[src/rtl/cp0_timer_irq_pkg.sv]
// Shared types and constants for the CP0 Count/Compare timer and interrupt backend.
package cp0_timer_irq_pkg;

  typedef enum logic [1:0] {
    WSEL_COUNT   = 2'd0,
    WSEL_COMPARE = 2'd1,
    WSEL_CAUSE   = 2'd2,
    WSEL_NONE    = 2'd3
  } cp0_wsel_t;

  localparam int CAUSE_IP_SW_LO = 8;
  localparam int TIMER_IP_BIT   = 7;

endpackage

[src/rtl/cp0_timer_irq_int_sync.sv]
// Per-bit flop synchronizer of configurable depth for asynchronous interrupt lines.
module int_sync #(
  parameter int WIDTH  = 6,
  parameter int STAGES = 2
) (
  input  logic             clk_i,
  input  logic             rst_ni,
  input  logic [WIDTH-1:0] d_i,
  output logic [WIDTH-1:0] q_o
);

  logic [STAGES-1:0][WIDTH-1:0] sync_q;

  always_ff @(posedge clk_i or negedge rst_ni) begin
    if (!rst_ni) begin
      sync_q <= '0;
    end else begin
      sync_q[0] <= d_i;
      for (int i = 1; i < STAGES; i++) begin
        sync_q[i] <= sync_q[i-1];
      end
    end
  end

  assign q_o = sync_q[STAGES-1];

endmodule

[src/rtl/cp0_timer_irq.sv]
// CP0 backend: Count/Compare timer with divider, Cause.TI/IP, and registered interrupt request.
module cp0_timer_irq
  import cp0_timer_irq_pkg::*;
#(
  parameter int COUNT_DIV   = 2,
  parameter int SYNC_STAGES = 2
) (
  input  logic        clk,
  input  logic        resetn,
  input  logic        wr_en,
  input  logic [1:0]  wr_sel,
  input  logic [31:0] wr_data,
  input  logic        status_ie,
  input  logic        status_exl,
  input  logic        status_erl,
  input  logic [7:0]  status_im,
  input  logic [5:0]  hw_int,
  output logic [31:0] count,
  output logic [31:0] compare,
  output logic        cause_ti,
  output logic [7:0]  cause_ip,
  output logic        int_req
);

  localparam int PW = (COUNT_DIV > 1) ? $clog2(COUNT_DIV) : 1;
  localparam logic [PW-1:0] PHASE_LAST = PW'(COUNT_DIV - 1);

  logic [PW-1:0] phase_q, phase_d;
  logic [31:0]   count_q, count_d;
  logic [31:0]   compare_q, compare_d;
  logic          ti_q, ti_d;
  logic [1:0]    ip_sw_q, ip_sw_d;
  logic          int_req_q, int_req_d;
  logic [5:0]    hw_sync;

  cp0_wsel_t wsel;
  logic      tick;
  logic      wr_count, wr_compare, wr_cause;

  int_sync #(
    .WIDTH (6),
    .STAGES(SYNC_STAGES)
  ) u_int_sync (
    .clk_i (clk),
    .rst_ni(resetn),
    .d_i   (hw_int),
    .q_o   (hw_sync)
  );

  assign wsel       = cp0_wsel_t'(wr_sel);
  assign wr_count   = wr_en && (wsel == WSEL_COUNT);
  assign wr_compare = wr_en && (wsel == WSEL_COMPARE);
  assign wr_cause   = wr_en && (wsel == WSEL_CAUSE);
  assign tick       = (phase_q == PHASE_LAST);

  always_comb begin
    phase_d   = phase_q + PW'(1);
    count_d   = count_q;
    compare_d = compare_q;
    ti_d      = ti_q;
    ip_sw_d   = ip_sw_q;

    if (wr_count || tick) begin
      phase_d = '0;
    end

    // A software Count write overrides the increment that the same tick would have done.
    if (wr_count) begin
      count_d = wr_data;
    end else if (tick) begin
      count_d = count_q + 32'd1;
    end

    if (wr_compare) begin
      compare_d = wr_data;
    end

    // Match is only recognised on an increment, and a Compare write always clears TI.
    if (wr_compare) begin
      ti_d = 1'b0;
    end else if (tick && !wr_count && ((count_q + 32'd1) == compare_q)) begin
      ti_d = 1'b1;
    end

    if (wr_cause) begin
      ip_sw_d = wr_data[CAUSE_IP_SW_LO +: 2];
    end
  end

  always_comb begin
    cause_ip               = {hw_sync, ip_sw_q};
    cause_ip[TIMER_IP_BIT] = hw_sync[5] | ti_q;
  end

  assign int_req_d = (|(cause_ip & status_im)) & status_ie & ~status_exl & ~status_erl;

  always_ff @(posedge clk or negedge resetn) begin
    if (!resetn) begin
      phase_q   <= '0;
      count_q   <= '0;
      compare_q <= '0;
      ti_q      <= 1'b0;
      ip_sw_q   <= '0;
      int_req_q <= 1'b0;
    end else begin
      phase_q   <= phase_d;
      count_q   <= count_d;
      compare_q <= compare_d;
      ti_q      <= ti_d;
      ip_sw_q   <= ip_sw_d;
      int_req_q <= int_req_d;
    end
  end

  assign count    = count_q;
  assign compare  = compare_q;
  assign cause_ti = ti_q;
  assign int_req  = int_req_q;

endmodule
[config.mk]
export PLATFORM = sky130hd
export DESIGN_NAME = cp0_timer_irq
export DESIGN_NICKNAME = d
export VERILOG_FILES = /design/src/rtl/cp0_timer_irq_pkg.sv /design/src/rtl/cp0_timer_irq_int_sync.sv /design/src/rtl/cp0_timer_irq.sv
export SDC_FILE = /design/constraint.sdc
export NUM_CORES = 1
export LEC_CHECK = 0
export ABC_AREA = 1
export CAP_MARGIN = 20
export CORE_MARGIN = 10
export CORE_UTILIZATION = 35
export DETAILED_ROUTE_END_ITERATION = 7
export DONT_BUFFER_PORTS = 1
export PLACE_DENSITY_LB_ADDON = 0.3
export SYNTH_ARGS = -nofsm -noshare
export SYNTH_HDL_FRONTEND = slang
export SYNTH_HIERARCHICAL = 1
export SYNTH_SLANG_ARGS = --single-unit
[constraint.sdc]
create_clock -name clk -period 1.6 [get_ports clk]
set_input_delay 0.32 -clock clk [delete_from_list [all_inputs] [get_ports clk]]
set_output_delay 0.32 -clock clk [all_outputs]
set_load 0.05 [all_outputs]
==> Word level (Yosys, flattened, before mapping) <==
Cells that the tools add are included.
{ "word_totals": {"regBits": 81, "input_bits": 54, "output_inout_bits": 74, "elab_cells": 36} }
{ "op_classes": {"n_addsub": 2, "n_eq_ne": 3, "mux": 5, "bitwise": 7, "reduce_logical": 11} }
{ "ops": {"columns": ["op", "n"], "rows": [
  ["32-bit 2-to-1 mux", 2],
  ["32-bit by 1-bit adder with 32-bit output, second input constant", 1],
  ["32-bit == test", 1],
  ["8-bit bitwise AND", 1],
  ["8-bit OR reduction", 1],
  ["1-bit logical AND", 5],
  ["2-bit nonzero test", 2],
  ["1-bit bitwise AND", 3],
  ["1-bit 2-to-1 mux", 3],
  ["2-bit by 1-bit == test with 1-bit output, second input constant", 1],
  ["2-bit == test, second input constant", 1],
  ["2-bit logical NOT", 1],
  ["1-bit inverter", 2],
  ["1-bit adder, second input constant", 1],
  ["1-bit logical NOT", 1],
  ["1-bit logical OR", 1],
  ["1-bit OR", 1]
]} }

==> Depth between registers and ports, before layout <==
{ "logic_depth": {"ltp_word": 7, "depth_mapped": 16, "mapped_depth_nobuf": 16} }

==> By module <==
The synthesis kept the hierarchy.
{ "by_module_without_submodules": {"columns": ["module", "instances", "cells_each", "area_each_um2", "seq_area_each_um2"], "rows": [
  ["cp0_timer_irq", 1, 667, 4501.8, 1726.7],
  ["int_sync", 1, 18, 345.3, 300.3]
]} }

==> Worst setup path before layout <==
No wires, ideal clock.
{ "synth_path": {"path_kind": "register -> register", "from": "reg count_q[1] (netlist: count[1])", "to": "reg ti_q (netlist: cause_ti)", "setup_ps": 73, "t_arrival_ps": 2147, "t_required_ps": 1527, "setup_slack_ps": -621, "path_stages_with_launch": 16, "n_path_buf": 0, "synth_period_minus_slack_ps": 2221, "path_cell_list": "dfrtp_1 ha_1 nand2_2 nor2_4 nand2_1 nor2_4 nand2_2 nand2_1 nand2_1 nand2_1 nand2_1 nor2_1 nand2_1 nor2_1 nand3_1 a21oi_2"} }
{ "synth_via": {"elab_chain_cells": 4} }
{ "synth_rtl": {"columns": ["element", "line_no", "text"], "rows": [
  ["from (decl)", "cp0_timer_irq.sv:29", "logic [31:0] count_q, count_d;"],
  ["from (signal assigned)", "cp0_timer_irq.sv:107", "count_q <= count_d;"],
  ["32-bit by 1-bit adder with 32-bit output", "cp0_timer_irq.sv:81", "end else if (tick && !wr_count && ((count_q + 32'd1) == compare_q)) begin"],
  ["32-bit == test", "cp0_timer_irq.sv:81", null],
  ["1-bit logical AND", "cp0_timer_irq.sv:81", null],
  ["2-bit nonzero test (no source line)", null, null],
  ["to (signal assigned)", "cp0_timer_irq.sv:109", "ti_q <= ti_d;"],
  ["to (decl)", "cp0_timer_irq.sv:31", "logic ti_q, ti_d;"]
]} }
Every way passes these cells.
A chain may end at the register's enable or synchronous reset.

==> Worst setup path in the final report <==
{ "layout_path": {"from": "reg count_q[0] (netlist: count[0])", "to": "reg ti_q (netlist: cause_ti)"} }
Same word-level chain as after synthesis.

==> impl_metrics.py <==
metrics = {
    "run_status": {
        "status": "finished, violations left",
        "violations": "negative hold slack, negative setup slack",
    },
    "route": {
        "drt_first_iter_violations": 347,
        "wl_um": 18200,
        "first_pass_iters": 6,
        "drc": 0,
        "via_count": 5147,
        "drt-wirelength-per-cell_um": 17.6,
        "routed_via_density": 4.99,
        "ant_nets": 0,
    },
    "synth": {
        "synth_ff_type": "dfrtp_1",
        "syn_nets": 740,
        "ys_ff_latch": 81,
        "yosys.area_share.adder": 0.00258,
        "yosys_warnings": 6,
        "ys_types": 37,
        "syn_area_per_cell_um2": 7.08,
        "synth_compound_area_frac": 0.107,
        "seq_area_frac_synth": 0.418,
        "synth.area.mux_share": 0,
        "yosys.area_share.xor_xnor": 0.0168,
        "synth_edf_count": 0,
        "synth_area_um2": 4850,
        "ys_async_sr_fraction": 1.00,
        "synth_top_family_by_area": "simple AND/OR/NAND/NOR gates",
        "synth-simple-area-share": 0.368,
        "syn_inst": 685,
    },
    "die": {
        "rows": 42,
        "die_y_um": 138,
        "io_pins": 128,
        "core_area_um2": 13400,
        "start_util": 0.362,
        "fp.dieW_um": 138,
        "design.die.area_um2": 19000,
    },
    "clock_network": {
        "cts.clk_slew.worst_paths_ns": 0.06,
        "clockRootBuffer": "clkbuf_16",
        "hold_buffers": 6,
        "cts.sinks": 81,
        "cts_tree": "yes",
        "clock_latency_ns": 0.35,
        "cts_buffer_depth": 2,
        "htree_num_levels": 3,
        "tritoncts.num_buffers": 9,
    },
    "grt": {
        "antenna_found_initial": 0,
        "grt_overflow": 0,
        "first_global_vias": 5147,
        "grt_pass1_wl_um": 28100,
        "track_usage": 0.193,
        "grt_max_degree": 82,
    },
    "sta": {
        "relSlewSlack": 0.682,
        "rsz0062_at_grt": "true",
        "post-route-period-util": 1.28,
        "setup-violations-final": 7,
        "setup_slack_ns": -0.440,
        "fmax_mhz": 490,
        "period_needed_ns": 2.04,
        "tightestPinTransition_ns": 0.477,
        "slew_viol_final": 0,
        "skew_ns": 0.00810,
        "hold_ws_ns": -0.340,
        "hold_viol": 81,
    },
    "setup_path": {
        "critPathLaunchType": "flip-flop",
        "worst-setup-path-type": "reg2reg",
        "critPathCaptureType": "flip-flop",
        "cp.required_ns": 1.88,
        "worstPathArrival_ns": 2.32,
        "crit_fanout": 4,
    },
    "final_layout": {
        "design_area_um2": 6850,
        "multiInputGateArea_um2": 2540,
        "finalNonFillerCells": 1032,
        "num_antenna_cells": 0,
        "fill_cells": 1300,
        "area_growth_pct": 41.4,
        "drive_gt1_frac": 0.312,
        "nNetsFinal": 906,
        "regArea_um2": 2050,
    },
    "placement": {
        "hpwl_um": 13900,
        "dp.cells": 993,
        "dpl-instance-area_um2": 6220,
        "routabilityCongestion": 0.947,
        "portBuffers": 0,
    },
    "min_path": {
        "hp-class": "in2async",
    },
    "flow_run": {
        "drv_cap": 0,
    },
    "pwr": {
        "p_per_area_nw_per_um2": 1530,
        "peakVddDrop_v": 0.000772,
        "leakage_uw": 0.00333,
        "p_total_uw": 10500,
    },
}
layer usage:
metal,wire (µm),up-vias,GRT usage
met1,7550,2416,0.236
li1,-,2531,-
met2,8690,183,0.320
met4,198,0,0.0398
met5,0,-,0
met3,1750,17,0.0666
what timing repair did:
action | in CTS | in global routing
gates resized for setup | 10 | 30
hold endpoints to repair | 87 | 81
endpoints found under the setup margin | 11 | 29
pin swaps | 7 | 14
buffers inserted | 6 | 11
logic make-up (layout without fill, tap and decap cells):
kind of cell | Yosys count | count (layout)
XOR/XNOR | 6 | 6
flip-flops | 81 | 81
AND/OR/NAND/NOR | 412 | 412
buffers and inverters | 107 | 278
adder cells (fa/ha/maj) | 1 | 1
AO/OA/AOI/OAI | 78 | 78
synth_stat cells, types with 2 or more instances:
cell type,n,share of area
nor2_2,6,0.0077
o21ai_0,36,0.037
nand4_1,2,0.0026
buf_4,6,0.0093
nand2_1,251,0.19
nand2_2,10,0.013
xor2_1,3,0.0054
o221ai_1,20,0.036
nand3b_1,5,0.0077
nor2_1,57,0.044
clkbuf_1,13,0.010
a22oi_1,2,0.0031
o21ai_1,3,0.0031
and2_1,2,0.0026
dfrtp_1,81,0.42
nand3_1,67,0.069
nor2_4,7,0.016
inv_1,85,0.066
o211ai_1,11,0.017
area by class of cell:
| class | count | share of cell area |
|---|---|---|
| clock buffers | 13 | 0.0380 |
| clock inverters | 3 | 0.00584 |
| inverters | 87 | 0.0476 |
| multi-input cells | 497 | 0.371 |
| flip-flops and latches | 81 | 0.299 |
| well taps | 176 | 0.0321 |
| repair buffers | 175 | 0.206 |
state kept, by name (all words and copies together), names as in the netlist:
signal	flops
u_int_sync/sync_q	6
phase_q	1
count	32
cause_ti	1
u_int_sync/q_o	6
compare	32
ip_sw_q	2
int_req	1
report_power, final:
part / leakage [µW] / internal (µW) / total, µW / switching (µW)
Sequential: 0.000980 / 2520 / 3000 / 480
Clock: 0.000150 / 1290 / 2140 / 851
Combinational: 0.00220 / 1950 / 5370 / 3420
Total: 0.00333 / 5760 / 10500 / 4750
cell usage in the layout (no fill, tap or decap), drive strengths merged, types with 2 or more instances in the layout:
cell type    netlist  routed
xor2               3       3
and2               2       2
a22oi              2       2
nor2              71      71
clkinv             1       3
nand2            262     262
o221ai            20      20
nand3b             5       5
dlygate4sd3        0       6
o211ai            11      11
clkbuf            13      13
a21boi             2       2
o21ai             39      39
dfrtp             81      81
inv               86      86
nand3             68      68
buf                7     169
nand4              2       2
path summary, 6_finish.rpt:
| check | startpoint | to | slack, ns | cells past startpoint |
|---|---|---|---|---|
| min in group clk | wr_data[6] | compare[6]$_DFFE_PN0P_ | 0.09 | 2 |
| max in group asynchronous | resetn | count[19]$_DFFE_PN0P_ | 1.83 | 0 |
| setup reg to reg | count[0]$_DFFE_PN0P_ | cause_ti$_DFFE_PN0P_ | -0.44 | 14 |
| hold reg to reg | u_int_sync/sync_q[0]$_DFF_PN0_ | u_int_sync/q_o[0]$_DFF_PN0_ | 0.35 | 0 |
| setup / recovery | count[0]$_DFFE_PN0P_ | cause_ti$_DFFE_PN0P_ | -0.44 | 14 |
| hold / removal | resetn | count[12]$_DFFE_PN0P_ | -0.34 | 0 |
critical path: stages (launching register included):
cell	delay, ns
dfrtp_2	0.41
ha_4	0.17
nand3_2	0.19
nor2_4	0.14
buf_4	0.13
nand3_1	0.12
nand2_1	0.13
nand3_1	0.09
nand2_1	0.08
nand2_2	0.07
nor2_1	0.10
nand2_1	0.06
nor2_1	0.09
nand3_1	0.09
a21oi_2	0.12
through the flow:
step	setup TNS, ns	setup slack (ns)	hold slack, ns	utilization
after floorplan	-0.484	-0.347	0.0244	-
after global placement	-0.496	-0.374	0.0280	0.464
after detailed placement	-1.04	-0.481	0.0279	0.464
after CTS	-0.575	-0.410	-0.349	0.497
after global routing	-2.49	-0.598	-0.358	0.511
final	-0.735	-0.440	-0.340	0.511
Note: power is estimated with default switching activity, not from simulation.
